<file path="config.mk">
export PLATFORM = sky130hd
export DESIGN_NAME = geig_multi_integrator
export DESIGN_NICKNAME = d
export VERILOG_FILES = /design/src/rtl/geig_multi_integrator.sv
export SDC_FILE = /design/constraint.sdc
export NUM_CORES = 1
export LEC_CHECK = 0
export BUFFER_PORTS_ARGS = -buffer_cell sky130_fd_sc_hd__clkbuf_2
export CAP_MARGIN = 10
export CORE_UTILIZATION = 57
export CTS_CLUSTER_DIAMETER = 50
export CTS_CLUSTER_SIZE = 8
export DETAILED_ROUTE_END_ITERATION = 10
export HOLD_SLACK_MARGIN = 0.03
export PLACE_DENSITY = 0.78
export SLEW_MARGIN = 10
export SYNTH_ARGS = -nofsm -noshare
export SYNTH_HDL_FRONTEND = slang
export SYNTH_SLANG_ARGS = --single-unit
</file>
<file path="constraint.sdc">
create_clock -name CLK_1MHZ -period 10.5 [get_ports CLK_1MHZ]
set_input_delay 1.575 -clock CLK_1MHZ [delete_from_list [all_inputs] [get_ports CLK_1MHZ]]
set_output_delay 1.575 -clock CLK_1MHZ [all_outputs]
set_load 0.005 [all_outputs]
</file>
<file path="src/rtl/geig_multi_integrator.sv">
// N-channel Geiger pulse integrator: windowed counts plus timestamp snapshots into an FWFT record FIFO.
// Define GEIG_DEADTIME_EN to build the per-channel dead-time filter.
module geig_multi_integrator #(
   parameter int NUM_CH       = 4,
   parameter int CNT_W        = 14,
   parameter int TS_W         = 24,
   parameter int DEPTH        = 8,
   parameter int DEADTIME_CYC = 50
) (
   input  logic                            CLK_1MHZ,
   input  logic                            RESET,
   input  logic                            ENABLE,
   input  logic                            TICK_10HZ,
   input  logic [7:0]                      WINDOW_TICKS,
   input  logic [TS_W-1:0]                 TIMESTAMP,
   input  logic [NUM_CH-1:0]               GSTREAM,
   output logic                            REC_VALID,
   input  logic                            REC_READY,
   output logic [TS_W+NUM_CH*CNT_W-1:0]    REC_DATA,
   output logic [$clog2(DEPTH):0]          REC_LEVEL,
   output logic [NUM_CH-1:0]               SAT_FLAGS,
   output logic [7:0]                      DROP_CNT
);

   localparam int               REC_W    = TS_W + NUM_CH*CNT_W;
   localparam int               AW       = $clog2(DEPTH);
   localparam logic [AW:0]      FULL_LVL = (AW+1)'(DEPTH);
   localparam logic [CNT_W-1:0] CNT_MAX  = '1;

   typedef enum logic {ST_ARM, ST_INTEG} state_t;

   if (NUM_CH < 1 || NUM_CH > 8 || DEPTH < 2 || (DEPTH & (DEPTH - 1)) != 0 || DEADTIME_CYC < 1)
   begin : g_param_check
      $error("geig_multi_integrator: illegal parameter set");
   end

   logic [NUM_CH-1:0] sync1_q, sync2_q, prev_q, pulse, count_en;

   always_ff @(posedge CLK_1MHZ) begin
      if (RESET) begin
         sync1_q <= '0;
         sync2_q <= '0;
         prev_q  <= '0;
      end else begin
         sync1_q <= GSTREAM;
         sync2_q <= sync1_q;
         prev_q  <= sync2_q;
      end
   end

   assign pulse = sync2_q & ~prev_q;

`ifdef GEIG_DEADTIME_EN
   localparam int DT_W = $clog2(DEADTIME_CYC + 1);
   logic [NUM_CH-1:0][DT_W-1:0] dt_q, dt_d;

   always_comb begin
      dt_d     = dt_q;
      count_en = '0;
      for (int i = 0; i < NUM_CH; i++) begin
         count_en[i] = pulse[i] && (dt_q[i] == '0);
         if (!ENABLE)
            dt_d[i] = '0;
         else if (count_en[i])
            dt_d[i] = DT_W'(DEADTIME_CYC);
         else if (dt_q[i] != '0)
            dt_d[i] = dt_q[i] - DT_W'(1);
      end
   end

   always_ff @(posedge CLK_1MHZ) begin
      if (RESET) dt_q <= '0;
      else       dt_q <= dt_d;
   end
`else
   assign count_en = pulse;
`endif

   state_t                        state_q, state_d;
   logic [7:0]                    tick_q, tick_d, win_q, win_d, win_eff;
   logic [NUM_CH-1:0][CNT_W-1:0]  cnt_q, cnt_d;
   logic                          snap, load_new, inc, win_end;

   assign win_eff = (WINDOW_TICKS == 8'd0) ? 8'd1 : WINDOW_TICKS;
   assign win_end = ({1'b0, tick_q} + 9'd1) == {1'b0, win_q};

   // An edge landing on a window boundary seeds the new window's count.
   always_comb begin
      state_d  = state_q;
      tick_d   = tick_q;
      win_d    = win_q;
      cnt_d    = cnt_q;
      snap     = 1'b0;
      load_new = 1'b0;
      inc      = 1'b0;
      case (state_q)
         ST_ARM: begin
            if (ENABLE && TICK_10HZ) begin
               state_d  = ST_INTEG;
               load_new = 1'b1;
            end
         end
         ST_INTEG: begin
            if (!ENABLE) begin
               state_d = ST_ARM;
            end else if (TICK_10HZ && win_end) begin
               snap     = 1'b1;
               load_new = 1'b1;
            end else begin
               inc = 1'b1;
               if (TICK_10HZ) tick_d = tick_q + 8'd1;
            end
         end
         default: state_d = ST_ARM;
      endcase
      if (load_new) begin
         tick_d = '0;
         win_d  = win_eff;
      end
      for (int i = 0; i < NUM_CH; i++) begin
         if (load_new)
            cnt_d[i] = CNT_W'(count_en[i]);
         else if (!inc)
            cnt_d[i] = '0;
         else if (count_en[i] && (cnt_q[i] != CNT_MAX))
            cnt_d[i] = cnt_q[i] + CNT_W'(1);
      end
   end

   always_ff @(posedge CLK_1MHZ) begin
      if (RESET) begin
         state_q <= ST_ARM;
         tick_q  <= '0;
         win_q   <= 8'd1;
         cnt_q   <= '0;
      end else begin
         state_q <= state_d;
         tick_q  <= tick_d;
         win_q   <= win_d;
         cnt_q   <= cnt_d;
      end
   end

   logic [REC_W-1:0]  mem_q [DEPTH];
   logic [NUM_CH-1:0] satm_q [DEPTH];
   logic [AW-1:0]     wr_q, rd_q;
   logic [AW:0]       lvl_q;
   logic [7:0]        drop_q;
   logic [REC_W-1:0]  snap_rec;
   logic [NUM_CH-1:0] snap_sat;
   logic              full, pop, push_ok, drop;

   always_comb begin
      snap_sat = '0;
      for (int i = 0; i < NUM_CH; i++)
         snap_sat[i] = (cnt_q[i] == CNT_MAX);
   end

   assign snap_rec = {TIMESTAMP, cnt_q};
   assign full     = (lvl_q == FULL_LVL);
   assign pop      = REC_VALID && REC_READY;
   // A pop in the same cycle frees the slot a full-FIFO push needs.
   assign push_ok  = snap && (!full || pop);
   assign drop     = snap && full && !pop;

   always_ff @(posedge CLK_1MHZ) begin
      if (RESET) begin
         wr_q   <= '0;
         rd_q   <= '0;
         lvl_q  <= '0;
         drop_q <= '0;
      end else begin
         if (push_ok) wr_q <= wr_q + AW'(1);
         if (pop)     rd_q <= rd_q + AW'(1);
         case ({push_ok, pop})
            2'b10:   lvl_q <= lvl_q + (AW+1)'(1);
            2'b01:   lvl_q <= lvl_q - (AW+1)'(1);
            default: lvl_q <= lvl_q;
         endcase
         if (drop && (drop_q != 8'hFF)) drop_q <= drop_q + 8'd1;
      end
   end

   always_ff @(posedge CLK_1MHZ) begin
      if (push_ok) begin
         mem_q[wr_q]  <= snap_rec;
         satm_q[wr_q] <= snap_sat;
      end
   end

   assign REC_VALID = (lvl_q != '0);
   assign REC_DATA  = REC_VALID ? mem_q[rd_q] : '0;
   assign SAT_FLAGS = REC_VALID ? satm_q[rd_q] : '0;
   assign REC_LEVEL = lvl_q;
   assign DROP_CNT  = drop_q;

endmodule

</file>
### Yosys cells after proc, flatten, opt, wreduce, memory -nomap -nowiden

Memories as Yosys holds them, arrays and structs flattened. A register that Yosys moved wholly into a read port is not among the register bits.
Index checks and enable logic that the tools add are counted.

* ROM bits: 0
* word-level logic and storage cells: 105
* bits in registers: 103
* output and inout port bits: 97
* latch bits: 0
* memories kept: 2
* bits of input ports: 41
* bits in writable memories: 672

Memory list
* mem_q: words 8, bits a word 80, rd ports 1, clocked after memory_dff 1, wr ports 1, line 144 `logic [REC_W-1:0] mem_q [DEPTH];`
* satm_q: words 8, bits a word 4, rd ports 1, clocked after memory_dff 1, wr ports 1, line 145 `logic [NUM_CH-1:0] satm_q [DEPTH];`

* eq/ne operators: 17
* $mul: 0
* bitwise logic cells: 5
* multiplexer cells: 32
* shifts and indexed selects: 0
* div/mod/pow operators: 0
* add/subtract/negate cells: 11
* reductions and logical operators: 20
* $lt $le $gt $ge: 0

Operator list (count)
* 80-bit two-way mux: 1
* 14-bit by 1-bit adder with 14-bit output, second input constant: 4
* 14-bit equality test, second input constant: 4
* 14-bit != test, second input constant: 4
* 1-bit two-way mux: 22
* 8-bit by 1-bit adder with 8-bit output, second input constant: 2
* 3-bit two-way mux: 4
* 3-bit by 2-bit != test with 1-bit output, second input constant: 4
* 1-bit logical AND: 11
* 8-bit by 1-bit adder with 9-bit output, second input constant: 1
* 9-bit by 8-bit equality test with 1-bit output: 1
* 8-bit logical NOT: 1
* 8-bit two-way mux: 1
* 8-bit != test, second input constant: 1
* 4-bit case mux with 2 select lines: 1
* 3-bit by 1-bit adder with 3-bit output, second input constant: 2
* 4-bit by 1-bit adder with 4-bit output, second input constant: 1
* 4-bit bitwise AND: 1
* 4-bit equality test, second input constant: 1
* 4-bit two-way mux: 1
* 4-bit NOT: 1
* 1-bit case mux with 2 select lines: 2
* 4-bit AND reduction: 1
* 4-bit nonzero test: 1
* other kinds (9): 12

### Logic depth before layout (Yosys ltp)

Gate-level depths: netlist (run 1).

* word-level depth: 9
* depth in mapped cells: 13
* gate-level depth less buffers: 13

### Worst setup path before layout (run 1)

OpenSTA, ideal clock, no wires.

* kind: input to register
* from: input TICK_10HZ
* to: memory mem_q[0][0] in the netlist's numbering (enable)
* stages on the path: 7
* library setup time: 647 ps
* setup slack: 1037 ps
* arrival time: 8816 ps
* required time: 9853 ps
* path buffers: 1
* path through: clkbuf_1 and2_1 o221ai_1 nor3_1 and3_1 nor2b_1 nor3b_1

* longest elaborated chain between the ends: 7

RTL lines
* start, declared: line 13 `input logic TICK_10HZ,`
* 1-bit logical AND: line 106 `end else if (TICK_10HZ && win_end) begin`
* 1-bit two-way mux: line 106
* 1-bit two-way mux: line 104 `if (!ENABLE) begin`
* 1-bit two-way mux: line 96 `case (state_q)`
* 1-bit logical AND: line 163 `assign push_ok = snap && (!full || pop);`
* 1-bit two-way mux: line 185 `if (push_ok) begin`
* 1-bit two-way mux (implied by the code): line 186 `mem_q[wr_q] <= snap_rec;`
* end, declared: line 144

No other way between the ends.

==> results.py, run 1 <==
metrics = {
    "timing": {
        "clock.fmax_mhz": 184.3,
        "whs_ns": 0.4408,
        "fin_crit_ns": 5.425,
        "slew_headroom": 0.2062,
        "timing.final.crit_share": 0.5167,
        "fin_skew_ns": 0.03751,
        "finalSetupTns_ns": 0,
        "finalMaxSlewViolations": 0,
        "hold_viol": 0,
        "tightest_slew_ns": 1.191,
        "grt_setup_unrepaired": "false",
        "setup_violations": 0,
    },
    "placed_design": {
        "postPlaceCellArea_um2": 31890,
        "io_buffers": 137,
        "gp_congestion": 0.7958,
        "dp_hpwl_um": 33170,
    },
    "power_and_ir_drop": {
        "leakage_uw": 0.01084,
        "worst_ir_drop_vdd_uv": 152.9,
        "p_per_area_nw_per_um2": 207.2,
    },
    "cts": {
        "cts_buffers": 108,
        "path_clk_slew_ns": 0.05,
        "clock_sinks": 778,
        "cts_buffer_depth": 3,
        "post-cts-setup-buffers": 0,
        "cts_tree": "built",
        "clockRootBuffer": "clkbuf_16",
        "cts_resized": 0,
        "clock_latency_ns": 0.65,
        "ctsHoldBuffers": 0,
        "cts-htree-levels": 3,
    },
    "drt": {
        "wl_um": 63670,
        "via_per_inst": 6.196,
        "drtPass1Iterations": 5,
        "drtIter0Drc": 1423,
        "num_vias": 16070,
        "ant_nets": 0,
        "drc": 0,
        "wl_per_cell_um": 24.56,
    },
    "finish": {
        "drive_gt1_frac": 0.2468,
        "fillers": 3300,
        "num-nets-final": 1889,
        "stdcell_area_um2": 34990,
        "area_delta_synth_final_pct": 15.02,
    },
    "setup_path": {
        "critPathLaunchType": "flop",
        "r2r_end": "mem_q[0][48]$_DFFE_PP_",
        "timing.rr.start": "tick_q[0]$_SDFFE_PP0P_",
        "path_buf_inv": 2,
        "crit_chain": "buf_4 > mux4_2 > mux2i_1 > nor2_1 > clkbuf_2",
        "cp_slowest_cell": "dfxtp_4",
        "endpoint": "SAT_FLAGS[2]",
        "crit_cells": 5,
        "reg2reg_depth": 10,
        "crit_path_max_incr_delay_ns": 1.08,
        "path_max_fanout": 55,
        "path_class": "flop to output pin",
        "path_delay_family": "buffers and inverters",
        "rrSetupSlack_ns": 6.45,
        "arrival_ns": 3.85,
        "crit_required_ns": 8.93,
        "end_kind": "output pin",
    },
    "floorplanning": {
        "die_w_um": 233.0,
        "initial_core_util": 0.5778,
        "die_h_um": 233.0,
        "io_pins": 138,
        "core-area_um2": 52660,
        "placementRows": 84,
        "fp.dieArea_um2": 54300,
    },
    "min_path": {
        "hold_path_class": "flop to flop",
    },
    "synth": {
        "synthesis.area_um2": 30420,
        "ys_types": 56,
        "seq_area_frac_synth": 0.7330,
        "syn_nets": 1699,
        "synth_seq_cells": 778,
        "synth_top_area_share": 0.6633,
        "synth_edf_count": 672,
        "avgSynthCellArea_um2": 18.47,
        "synth-main-ff-cell": "edfxtp_1",
        "netlist_instances": 1647,
        "synthArstFlopShare": 0,
        "yosysWarnings": 0,
        "synth_common_cells": "edfxtp_1, mux4_2, nor2_1",
        "synth.most_common_cell": "edfxtp_1",
        "synthTopCellsByArea": "edfxtp_1, mux4_2, dfxtp_1",
        "yosys.area.top_type": "edfxtp_1",
    },
    "grt": {
        "grt_use_met3": 0.04706,
        "busiest_layer": "met2",
        "met1_usage": 0.3198,
        "track_usage": 0.2414,
        "antenna_found_initial": 1,
        "grt_max_degree": 71,
        "grt_use_met2": 0.3997,
        "grt_pass1_vias": 16730,
        "grt_pass1_wl_um": 97110,
        "grt-ovfl-total": 0,
    },
    "job": {
        "maxCapViolations": 0,
    },
    "run_status": {
        "outcome": "complete, no violations",
    },
}
==> worst min-delay path by stage <==
stage | start | end | cells past startpoint
global placement | sync1_q[3]$_SDFF_PP0_ | sync2_q[3]$_SDFF_PP0_ | 1
CTS | sync1_q[2]$_SDFF_PP0_ | sync2_q[2]$_SDFF_PP0_ | 1
detailed placement | sync1_q[2]$_SDFF_PP0_ | sync2_q[2]$_SDFF_PP0_ | 1
global route | sync1_q[2]$_SDFF_PP0_ | sync2_q[2]$_SDFF_PP0_ | 1
finish | sync1_q[2]$_SDFF_PP0_ | sync2_q[2]$_SDFF_PP0_ | 1
floorplan | sync1_q[0]$_SDFF_PP0_ | sync2_q[0]$_SDFF_PP0_ | 1
==> metal layers <==
metal,share of wire,vias to the layer above
met5,0.00022,-
met4,0.029,2
met3,0.075,137
met2,0.50,719
met1,0.39,8280
li1,-,6928
==> metrics by stage <==
stage	power [uW]	util	worst slack, ns	cells
finish	7250	0.6646	5.075	2593
global route	7485	0.6645	4.713	2592
CTS	7309	0.6645	4.895	2592
detailed placement	4150	0.6057	5.573	2415
global placement	4144	0.6057	5.622	2415
floorplan	3904	-	1.037	1647
==> power breakdown <==
group / internal, uW / switching, uW
registers: 3340 / 54.3
logic: 311 / 372
clock network: 1940 / 1240
total: 5590 / 1660
==> registers in the layout, indices dropped and copies added, names as in the netlist, named ones only <==
register / count
cnt_q: 56
sync2_q: 4
satm_q: 32
mem_q: 640
rd_q: 3
win_q: 8
REC_LEVEL: 4
tick_q: 8
state_q: 1
wr_q: 3
DROP_CNT: 8
prev_q: 4
sync1_q: 4
==> cell usage in the layout, fill, tap and decap left out, types with 40 or more instances in the layout <==
cell	synthesis	layout
clkbuf_1	53	60
clkbuf_16	0	109
clkbuf_2	0	137
dfxtp_1	106	103
edfxtp_1	672	672
mux2i_1	90	90
mux4_2	168	168
nand2_1	43	43
nor2_1	155	154
xor2_1	40	40
==> kinds of logic after synthesis <==
family	share of synthesized area
AO/OA/AOI/OAI	0.01283
XOR/XNOR	0.01641
adder cells (fa/ha/maj)	0.004771
buffers and inverters	0.01176
flip-flops	0.7330
multiplexers	0.1573
AND/OR/NAND/NOR	0.06391
==> final cells by class <==
type | instances | area (um2) | area share
sequential | 778 | 22310 | 0.6376
multi-input combinational | 779 | 7815 | 0.2233
clock buffer | 170 | 2967 | 0.08478
timing repair buffer | 162 | 873.3 | 0.02496
tap | 688 | 860.8 | 0.02460
clock inverter | 7 | 132.6 | 0.003790
inverter | 8 | 30.03 | 0.0008581
antenna | 1 | 2.502 | 0.00007151
No activity file was read; power rests on OpenSTA's default activity.
==> inputs of run 2 (changes only) <==
clock period = 5 ns   (was 10.5 ns; I/O delays follow)
==> run 2 against run 1 <==
  * Die area unchanged
  * Register-to-register slack lost 5.1 ns
  * Critical path depth is the same
  * Sequential power increased by 110%
  * Utilization rose by 0.67 points
  * Final cell count up 0.46%
  * Sequential cell count unchanged
  * Design area is 1.0% higher
  * Critical path type unchanged
  * Largest power group unchanged
==> results.py, run 2 (synthesis gave the netlist of run 1 again) <==
metrics = {
    "drt": {
        "wl_per_cell_um": 25.34,
        "via_per_inst": 6.174,
        "drtIter0Drc": 1580,
        "num_vias": 16080,
        "wl_um": 66010,
        "drc": 0,
        "ant_nets": 0,
        "drtPass1Iterations": 5,
    },
    "timing": {
        "tightest_slew_ns": 1.174,
        "fin_skew_ns": 0.02259,
        "slew_headroom": 0.2171,
        "hold_viol": 0,
        "finalMaxSlewViolations": 0,
        "timing.final.crit_share": 0.7798,
        "grt_setup_unrepaired": "false",
        "whs_ns": 0.3239,
        "setup_violations": 0,
        "timing.final.ws_setup_ns": 1.101,
        "fin_crit_ns": 3.899,
        "clock.fmax_mhz": 256.5,
    },
    "floorplanning": {
        "die_h_um": 233.0,
        "fp.dieArea_um2": 54300,
        "die_w_um": 233.0,
        "placementRows": 84,
        "io_pins": 138,
        "core-area_um2": 52660,
        "initial_core_util": 0.5778,
    },
    "placed_design": {
        "gp_congestion": 0.8157,
        "dp_hpwl_um": 33830,
        "io_buffers": 137,
        "dp_worst_setup_slack_ns": 1.330,
    },
    "grt": {
        "antenna_found_initial": 1,
        "track_usage": 0.2480,
        "grt_pass1_wl_um": 98780,
        "grt-ovfl-total": 0,
        "grt_pass1_vias": 16680,
        "grt_max_degree": 85,
    },
    "cts": {
        "cts-htree-levels": 3,
        "post-cts-setup-buffers": 0,
        "clockRootBuffer": "clkbuf_16",
        "cts_buffers": 109,
        "cts_resized": 0,
        "cts_buffer_depth": 3,
        "cts_tree": "built",
        "clock_sinks": 778,
        "ctsHoldBuffers": 0,
        "clock_latency_ns": 0.65,
        "path_clk_slew_ns": 0.05,
    },
    "setup_path": {
        "critPathLaunchType": "flop",
        "crit_required_ns": 4.25,
        "end_kind": "output pin",
        "arrival_ns": 3.15,
        "path_class": "flop to output pin",
        "path_max_fanout": 34,
    },
    "finish": {
        "largest_reg_flops": 640,
        "drive_gt1_frac": 0.2505,
        "layout_commonest_cell": "edfxtp_1",
        "layout_common_cells": "edfxtp_1, mux4_2, nor2_1, clkbuf_2, clkbuf_16",
        "reg.largest.list": "mem_q: 640 flops, cnt_q: 56 flops, satm_q: 32 flops",
        "area_delta_synth_final_pct": 16.17,
        "regMostFlops": "mem_q",
        "num-nets-final": 1896,
    },
    "min_path": {
        "hold_path_class": "input pin to flop",
    },
    "power_and_ir_drop": {
        "leakage_uw": 0.01096,
        "worst_ir_drop_vdd_uv": 301.9,
        "p_per_area_nw_per_um2": 438.3,
    },
    "run_status": {
        "outcome": "complete, no violations",
    },
    "job": {
        "maxCapViolations": 0,
    },
}
run 2: final cells by class:
| cell class | instances | area [um2] |
|---|---|---|
| diodes | 1 | 2.502 |
| clock inverters | 8 | 143.9 |
| repair buffers | 168 | 1106 |
| well taps | 688 | 860.8 |
| flip-flops and latches | 778 | 22310 |
| clock buffers | 175 | 3048 |
| inverters | 8 | 30.03 |
| multi-input cells | 779 | 7840 |
| fillers | 3263 | 17310 |
run 2: worst paths after layout:
| path | slack [ns] | depth (start not counted) | end | startpoint |
|---|---|---|---|---|
| worst max-delay path | 1.10 | 5 | REC_DATA[7] | flop |
| worst min-delay path | 0.32 | 2 | sync1_q[3]$_SDFF_PP0_ | GSTREAM[3] |
| worst max register to register | 1.37 | 9 | mem_q[2][29]$_DFFE_PP_ | tick_q[0]$_SDFFE_PP0P_ |
| worst min register to register | 0.43 | 1 | sync2_q[2]$_SDFF_PP0_ | sync1_q[2]$_SDFF_PP0_ |
run 2: power by group:
part | leakage [uW] | internal [uW] | switching (uW)
sequential | 0.00676 | 7020 | 91.3
clock | 0.00153 | 4250 | 2600
combinational | 0.00267 | 676 | 849
total | 0.0110 | 11900 | 3540
run 2: critical path: stages (launching register included):
cell	delay, ns
dfxtp_4	0.83
buf_4	0.53
mux4_2	0.58
mux2i_1	0.28
nor2_1	0.09
clkbuf_2	0.14
run 2: per-layer routing:
metal  global-route usage  routed length [um]  part of all wire
met1               0.3255               25930              0.39
met2               0.4203               33920              0.51
met3              0.04510                4775             0.072
met4              0.08170                1379             0.021
met5                    0                   0                 0
run 2: through the flow:
stage,setup TNS (ns),std cells,power (uW),area (um2),utilization
4_1_cts,0,2604,15600,35340,0.6712
3_5_place_dp,0,2421,8761,32150,0.6106
2_1_floorplan,-197.93,1647,8198,30450,-
6_report,0,2605,15490,35340,0.6712
5_1_grt,0,2605,15940,35340,0.6712
3_3_place_gp,0,2421,8738,32150,0.6106
==> inputs of run 3 (changes only) <==
CORE_UTILIZATION = 55   (was 57)
clock period = 3.55 ns   (was 5 ns; I/O delays follow)
==> run 3 against run 2 <==
  * Largest power group unchanged
  * Critical path depth unchanged
  * Sequential share of layout area decreased by 0.53 points
  * Combinational power rose by 46%
  * Sequential power rose by 40%
  * First-iteration DRC count shrank 27%
  * Hold slack got worse by 0.22 ns
==> results.py, run 3 (synthesis gave the netlist of run 1 again) <==
metrics = {
    "drt": {
        "via_per_inst": 6.113,
        "drtIter0Drc": 1153,
        "wl_per_cell_um": 24.88,
        "wl_um": 65640,
        "drtPass1Iterations": 5,
        "num_vias": 16130,
        "ant_nets": 0,
        "drc": 0,
    },
    "floorplanning": {
        "initial_core_util": 0.5609,
        "die_w_um": 237.2,
        "core-area_um2": 54240,
        "io_pins": 138,
        "fp.dieArea_um2": 56260,
        "die_h_um": 237.2,
        "placementRows": 85,
    },
    "placed_design": {
        "dp_worst_setup_slack_ns": 0.1914,
        "place_inst": 2443,
        "dp_hpwl_um": 33930,
        "gp_congestion": 0.8031,
        "io_buffers": 137,
    },
    "cts": {
        "cts_buffer_depth": 3,
        "clockRootBuffer": "clkbuf_16",
        "cts_tree": "built",
        "ctsHoldBuffers": 0,
        "cts_buffers": 109,
        "path_clk_slew_ns": 0.05,
        "clock_latency_ns": 0.66,
        "clock_sinks": 778,
        "cts-htree-levels": 3,
    },
    "grt": {
        "grt_pass1_wl_um": 100200,
        "grt_pass1_vias": 17000,
        "track_usage": 0.2383,
        "grt_max_degree": 86,
        "antenna_found_initial": 1,
        "grt-ovfl-total": 0,
    },
    "finish": {
        "drive_gt1_frac": 0.2612,
        "area_delta_synth_final_pct": 17.19,
        "layout_commonest_cell": "edfxtp_1",
        "regMostFlops": "mem_q",
        "reg.largest.list": "mem_q: 640 flops, cnt_q: 56 flops, satm_q: 32 flops",
        "layout_common_cells": "edfxtp_1, mux4_2, nor2_1, clkbuf_2, clkbuf_16",
        "num-nets-final": 1910,
        "fillers": 3496,
        "final_core_util": 0.6573,
        "largest_reg_flops": 640,
        "finalNonFillerCells": 2638,
    },
    "power_and_ir_drop": {
        "pwr-share-clk": 0.438,
        "switchingPower_uw": 4995,
        "p_per_area_nw_per_um2": 609.6,
        "intPower_uw": 16740,
        "worst_ir_drop_vdd_uv": 482.5,
        "swShare": 0.2298,
        "seqPwrFrac": 0.459,
        "pwr-share-comb": 0.103,
        "leakage_uw": 0.01106,
    },
    "setup_path": {
        "cp_slowest_cell": "dfxtp_4",
        "crit_required_ns": 3.02,
        "path_class": "flop to output pin",
        "arrival_ns": 2.82,
        "crit_chain": "buf_4 > mux4_2 > mux2i_1 > nor2_1 > clkbuf_2",
        "path_delay_family": "multiplexers",
        "path_max_fanout": 21,
        "path_buf_inv": 2,
        "crit_path_max_incr_delay_ns": 0.64,
        "end_kind": "output pin",
        "critPathLaunchType": "flop",
    },
    "timing": {
        "setup_violations": 0,
        "clock.fmax_mhz": 298.6,
        "slew_headroom": 0.3939,
        "timing.final.ws_setup_ns": 0.2009,
        "finalMaxSlewViolations": 0,
        "grt_setup_unrepaired": "false",
        "whs_ns": 0.1014,
        "hold_viol": 0,
        "fin_crit_ns": 3.349,
        "timing.final.crit_share": 0.9434,
        "tightest_slew_ns": 0.9021,
        "fin_skew_ns": 0.03453,
    },
    "min_path": {
        "hold_path_class": "input pin to flop",
    },
    "run_status": {
        "outcome": "complete, no violations",
    },
    "job": {
        "maxCapViolations": 0,
    },
}
## run 3: cell types whose count changed in the layout (fill, tap and decap cells not counted), sizes merged
cell,change
buf,+14
bufinv,-3
clkbuf,+13
clkinvlp,+1
## run 3: power by group through the flow
stage / logic (uW) / registers, uW / clock network, uW
floorplan: 1470 / 10100 / 0
CTS: 2280 / 9970 / 9650
finish: 2230 / 9970 / 9530
detailed placement: 2240 / 10100 / 0
global route: 2410 / 9970 / 10000
global placement: 2220 / 10100 / 0
## run 3: stage by stage
stage	total power, uW	TNS (ns)	area (um2)
global route	22400	0	35650
global placement	12370	0	32480
finish	21740	0	35650
detailed placement	12390	0	32480
CTS	21910	0	35650
floorplan	11550	-181.86	30570
## run 3: repair_timing
action / in CTS / in global routing
setup buffers: 0 / 0
setup endpoints to repair: 0 / 1
resized for setup: 0 / 1
hold endpoints to repair: 0 / 0
## run 3: final timing paths
check	from	end	slack (ns)	depth (start not counted)
min reg2reg	sync1_q[2]$_SDFF_PP0_	sync2_q[2]$_SDFF_PP0_	0.44	1
min	GSTREAM[1]	sync1_q[1]$_SDFF_PP0_	0.10	2
max	flop	REC_DATA[41]	0.20	5
max reg2reg	tick_q[2]$_SDFFE_PP0P_	REC_LEVEL[3]$_SDFFE_PP0P_	0.23	12
## run 3: layout make-up
| type | instances | area (um2) | area share |
|---|---|---|---|
| sequential | 778 | 22320 | 0.6260 |
| multi-input combinational | 779 | 7909 | 0.2218 |
| clock buffer | 188 | 3108 | 0.08717 |
| timing repair buffer | 182 | 1349 | 0.03783 |
| tap | 696 | 870.8 | 0.02442 |
| clock inverter | 6 | 66.31 | 0.001860 |
| inverter | 8 | 30.03 | 0.0008422 |
| antenna | 1 | 2.502 | 0.00007019 |
## run 3: layer usage
metal | wire (um) | vias to the layer above | track usage
li1 | - | 6998 | -
met1 | 26260 | 8356 | 0.3148
met2 | 33880 | 675 | 0.4059
met3 | 4134 | 97 | 0.03774
met4 | 1365 | 0 | 0.08270
met5 | 0 | - | 0
